--- src/rtl/prime_power_reader.sv ---
// prime_power_reader
//   Reader side of the sieve bitmap. A start pulse captures a completed
//   prime bitmap (bit i set means i is prime). The bitmap is then scanned
//   upward from index 2. For every set index p <= BOUND, the reader finds
//   the largest p^e <= BOUND and emits the record (p, p^e, e) on a
//   valid/ready stream to the Pollard p-1 exponentiation stage.
//
// Ports
//   clk        rising-edge clock
//   reset      synchronous, active-high reset
//   start      one-cycle pulse; captures prime_map and begins a scan
//              (ignored while busy)
//   prime_map  sieve bitmap, sampled only on an accepted start edge
//   out_valid  a record is available
//   out_ready  consumer accepts the record when out_valid & out_ready
//   out_prime  prime p
//   out_power  largest p^e <= BOUND
//   out_exp    exponent e (>= 1)
//   busy       scan in progress (SCAN/POWER/EMIT)
//   done       scan finished; held until the next start or reset
module prime_power_reader #(
    parameter int unsigned N_BITS = 256,
    parameter int unsigned IDX_W  = 9,
    parameter int unsigned BOUND  = 255,
    parameter int unsigned PW_W   = 16
) (
    input  logic              clk,
    input  logic              reset,
    input  logic              start,
    input  logic [N_BITS-1:0] prime_map,
    output logic              out_valid,
    input  logic              out_ready,
    output logic [IDX_W-1:0]  out_prime,
    output logic [PW_W-1:0]   out_power,
    output logic [3:0]        out_exp,
    output logic              busy,
    output logic              done
);

    localparam int unsigned MAP_AW = $clog2(N_BITS);
    localparam logic [IDX_W-1:0]  BOUND_I = IDX_W'(BOUND);
    localparam logic [2*PW_W-1:0] BOUND_P = (2*PW_W)'(BOUND);

    typedef enum logic [2:0] {
        IDLE,
        SCAN,
        POWER,
        EMIT,
        DONE
    } state_t;

    state_t             state;
    logic [N_BITS-1:0]  map;
    logic [IDX_W-1:0]   idx;
    logic [IDX_W-1:0]   p;
    logic [PW_W-1:0]    pw;
    logic [3:0]         e;
    logic [2*PW_W-1:0]  prod;

    // Full double-width product so the overflow test can never be fooled
    // by truncation.
    always_comb begin
        prod = {{PW_W{1'b0}}, pw} * {{(2*PW_W-IDX_W){1'b0}}, p};
    end

    always_ff @(posedge clk) begin
        if (reset) begin
            state     <= IDLE;
            map       <= '0;
            idx       <= '0;
            p         <= '0;
            pw        <= '0;
            e         <= '0;
            out_valid <= 1'b0;
            out_prime <= '0;
            out_power <= '0;
            out_exp   <= '0;
            busy      <= 1'b0;
            done      <= 1'b0;
        end else begin
            case (state)
                IDLE, DONE: begin
                    if (start) begin
                        map   <= prime_map;
                        idx   <= IDX_W'(2);
                        busy  <= 1'b1;
                        done  <= 1'b0;
                        state <= SCAN;
                    end
                end

                SCAN: begin
                    if (idx > BOUND_I) begin
                        busy  <= 1'b0;
                        done  <= 1'b1;
                        state <= DONE;
                    end else if (map[idx[MAP_AW-1:0]]) begin
                        p     <= idx;
                        pw    <= PW_W'(idx);
                        e     <= 4'd1;
                        state <= POWER;
                    end else begin
                        idx <= idx + IDX_W'(1);
                    end
                end

                POWER: begin
                    if (prod <= BOUND_P) begin
                        pw <= prod[PW_W-1:0];
                        e  <= e + 4'd1;
                    end else begin
                        // Record fields are latched once here so they stay
                        // stable for as long as the consumer stalls.
                        out_prime <= p;
                        out_power <= pw;
                        out_exp   <= e;
                        out_valid <= 1'b1;
                        state     <= EMIT;
                    end
                end

                EMIT: begin
                    if (out_ready) begin
                        out_valid <= 1'b0;
                        idx       <= idx + IDX_W'(1);
                        state     <= SCAN;
                    end
                end

                default: begin
                    state <= IDLE;
                end
            endcase
        end
    end

endmodule

--- config.mk ---
export PLATFORM = sky130hd
export DESIGN_NAME = prime_power_reader
export DESIGN_NICKNAME = d
export VERILOG_FILES = /design/src/rtl/prime_power_reader.sv
export SDC_FILE = /design/constraint.sdc
export NUM_CORES = 1
export LEC_CHECK = 0
export BUFFER_PORTS_ARGS = -buffer_cell sky130_fd_sc_hd__buf_2
export CORE_UTILIZATION = 30
export CTS_BUF_LIST = sky130_fd_sc_hd__clkbuf_2 sky130_fd_sc_hd__clkbuf_4 sky130_fd_sc_hd__clkbuf_8
export CTS_CLUSTER_DIAMETER = 100
export DETAILED_ROUTE_END_ITERATION = 6
export GPL_TIMING_DRIVEN = 0
export HOLD_SLACK_MARGIN = 0.15
export SYNTH_ARGS = -nofsm -noshare
export SYNTH_HDL_FRONTEND = slang
export SYNTH_SLANG_ARGS = --single-unit
--- constraint.sdc ---
create_clock -name clk -period 7.5 [get_ports clk]
set_clock_uncertainty 0.15 [all_clocks]
set_input_delay 1.5 -clock clk [delete_from_list [all_inputs] [get_ports clk]]
set_output_delay 1.5 -clock clk [all_outputs]
set_load 0.1 [all_outputs]
==> reports/metrics.csv <==
stage,metric,value,unit
outcome,outcome,finished clean,
min_path,holdCritPathClass,reg2reg,
yosys,synth-xor-area-share,0.376,%
placed_design,gp_congestion,0.898,
yosys,syn-cell-area,0.0186,sq mm
yosys,ys_warn_count,0,
setup_path,crit_family,adder cells,
setup_path,cpMaxStageDelayCell,dfxtp_1,
clock_network,cts_tree,done,
clock_network,clock-sinks,329,
timing,relSlewSlack,10.5,%
placed_design,numPortBuffers,290,
route,vias,16600,
min_path,min_from,map[22],
clock_network,cts_buffers,54,
final_layout,layout-drive-gt1-share,19.3,%
yosys,syn_avg_cell_area,8.40,sq um
global_routing,grt_start_max_net_pins,16,
timing,final.period_utilization,95.7,%
power,total_power,4.21,mW
setup_path,cp_num_buf_inv,6,
global_routing,use_met3,2.79,%
power,powerDensity,189,mW/mm^2
setup_path,reg2reg_slack,320,ps
route,antenna_left,0,
min_path,min_to,map[22],
global_routing,overflow,0,
clock_network,clkTransAtPathRegs,60,ps
yosys,synth-simple-area-share,19.9,%
global_routing,grt_pass1_wl,96.2,mm
setup_path,critPathLaunchType,flop,
global_routing,grt_pass1_vias,16600,
placed_design,place_ws,67.9,ps
floorplan,chipWidth,251,um
floorplan,fp.coreArea,0.0608,sq mm
final_layout,final_cell_mix,"nand2_1, dfxtp_1, buf_2",
setup_path,critPathMaxStageDelay,650,ps
yosys,syn_nets,2624,
timing,finalHoldViolCount,0,
yosys,synth-compound-area-share,13.6,%
setup_path,cp-end-kind,flop,
timing,finalSetupViolCount,0,
timing,rsz0062_at_grt,no,
timing,drv_slew,0,
setup_path,path_cells,clkbuf_1 -> nand2_1 -> fa_1 -> inv_1 -> fa_1 -> fa_1 -> inv_1 -> fa_1 -> inv_1 -> ha_1 -> a21oi_1 -> o21ai_0 -> a22oi_1 -> nor3b_1 -> or4_1 -> or4_1 -> buf_6 -> o21ai_2 -> buf_4 -> mux2i_1 -> nor2_1,
setup_path,critical_path_required,7860,ps
route,firstDrtPassIters,5,
clock_network,post_cts_resized,0,
clock_network,ctsHoldBuffers,0,
setup_path,crit_type,reg2reg,
timing,setup_tns,0,ps
clock_network,clockBufferDepth,3,
setup_path,critPathArrivalTime,7540,ps
run,drv_cap,0,
final_layout,antenna_cells,0,
route,via_per_inst,4.89,
route,routed_wl,62.5,mm
yosys,synthAdderAreaFrac,13.9,%
setup_path,timing.rr.end,out_exp[0],
yosys,ys_seq_elements,329,
floorplan,dieHeight,251,um
yosys,synth_edf_count,0,
min_path,whs_path_depth,2,
clock_network,cts_root_buf,clkbuf_8,
floorplan,io_pins,292,
floorplan,start_util,30.6,%
clock_network,clk_latency,670,ps
global_routing,use_met2,34.7,%
timing,fin_ws,324,ps
placed_design,post-dp-hpwl,48.8,mm
final_layout,regArea,0.00659,sq mm
timing,period_minus_slack,7180,ps
route,wire_per_inst,18.5,um
timing,timing.fmax,0.139,GHz
yosys,async_flop_share,0,%
yosys,yosysSeqAreaShare,35.4,%
yosys,synth_top_family_by_area,simple AND/OR/NAND/NOR gates,
setup_path,r2r_cells,21,
yosys,syn-instance-count,2217,
route,detail_route.iter0.violations,971,
setup_path,crit_fanout,10,
setup_path,rr_startpoint,p[2],
global_routing,grtUsageMet1,25.0,%
clock_network,htreeDepth,2,
final_layout,fillCellCount,6455,
floorplan,row_count,90,
final_layout,area_growth,19.6,%
final_layout,multi_input_area,0.0108,sq mm
timing,worst_pin_slew,1310,ps
setup_path,crit_top_cell,fa_1,
yosys,synth_cell_types,78,
power,p_leak,9.60,nW
final_layout,fin_nets,2967,
route,route.detailed.drc,0,
global_routing,grt_antenna_before_repair,1,
final_layout,final_common_cell,nand2_1,
clock_network,postCtsSetupBuffers,0,
yosys,synthMuxAreaShare,10.4,%
power,irDropWorstVdd,120,uV
global_routing,busiest_layer,met2,
floorplan,die-area,0.0631,sq mm
yosys,synth-main-ff-cell,dfxtp_1,
global_routing,gr-usage-all-layers,19.8,%
==> flip-flops by register name, indices dropped and copies added (netlist names) <==
name       count
busy           1
done           1
e              4
idx            9
map          256
out_exp        4
out_power     16
out_prime      9
out_valid      1
p              9
pw            16
state          3
==> metrics by stage <==
stage                     area [sq um]  std cells  utilization, %  hold WS [ps]
after floorplan                  18600       2217               -           282
after global placement           21000       3289            34.6           289
after CTS                        22300       3389            36.6           303
final                            22300       3386            36.6           303
after detailed placement         21000       3289            34.6           294
after global routing             22300       3386            36.6           317
==> area by class of cell <==
cell class                 count  share of cell area (%)
buffer                       164                    3.17
timing repair buffer         290                    6.52
sequential                   329                    29.6
clock inverter                11                   0.595
multi-input combinational   1586                    48.6
tap                          782                    4.39
clock buffer                  89                    4.88
inverter                     135                    2.27
==> cell usage after synthesis (12+ instances only) <==
master | count | share of area [%]
nand2_1 | 628 | 13
dfxtp_1 | 329 | 35
a21oi_1 | 289 | 7.8
inv_1 | 133 | 2.7
clkbuf_1 | 127 | 2.6
fa_1 | 99 | 11
mux2i_1 | 92 | 4.9
and2_1 | 83 | 2.8
nor2_1 | 68 | 1.4
ha_1 | 48 | 3.2
mux4_2 | 43 | 5.2
buf_2 | 23 | 0.62
a22oi_1 | 22 | 0.89
nand3_1 | 14 | 0.38
nor2b_1 | 14 | 0.47
o21ai_0 | 12 | 0.32
==> power by group <==
part | total (mW) | internal (mW) | switching, mW | leakage (nW)
registers | 1.90 | 1.85 | 0.0525 | 2.69
logic | 0.544 | 0.205 | 0.339 | 6.26
clock network | 1.77 | 0.991 | 0.776 | 0.649
total | 4.21 | 3.04 | 1.17 | 9.60
==> logic make-up (layout without fill, tap and decap cells) <==
family,count (synthesis),count (layout)
compound gates,427,427
xor+xnor,8,8
fa+ha+maj,147,147
buf+inv,302,689
flops,329,329
mux,139,139
simple gates,865,865
==> worst max-delay path by stage <==
stage               start            to  depth (start not counted)
finish               p[2]    out_exp[0]                         21
global route         p[2]  out_prime[7]                         21
CTS                  p[5]    out_exp[0]                         22
detailed placement   p[5]    out_exp[0]                         22
global placement     p[5]  out_prime[5]                         22
floorplan            p[8]         pw[8]                         23
==> metal layers <==
metal / part of all wire, % / wire, um / up-vias
li1: - / - / 8052
met1: 43 / 26800 / 7898
met2: 49 / 30800 / 493
met3: 5.0 / 3100 / 115
met4: 2.8 / 1750 / 2
met5: 0.021 / 13 / -
==> worst reg2reg max path, cell delays in order, from the launching register on <==
cell      delay, ps
dfxtp_1         650
clkbuf_1        470
nand2_1         130
fa_1            500
inv_1            50
fa_1            480
fa_1            540
inv_1            50
fa_1            530
inv_1            60
ha_1            360
a21oi_1         330
o21ai_0         180
a22oi_1         330
nor3b_1          90
or4_1           510
or4_1           580
buf_6           170
o21ai_2         290
buf_4           310
mux2i_1         220
nor2_1           50
Power figures use the tool's default switching activity.
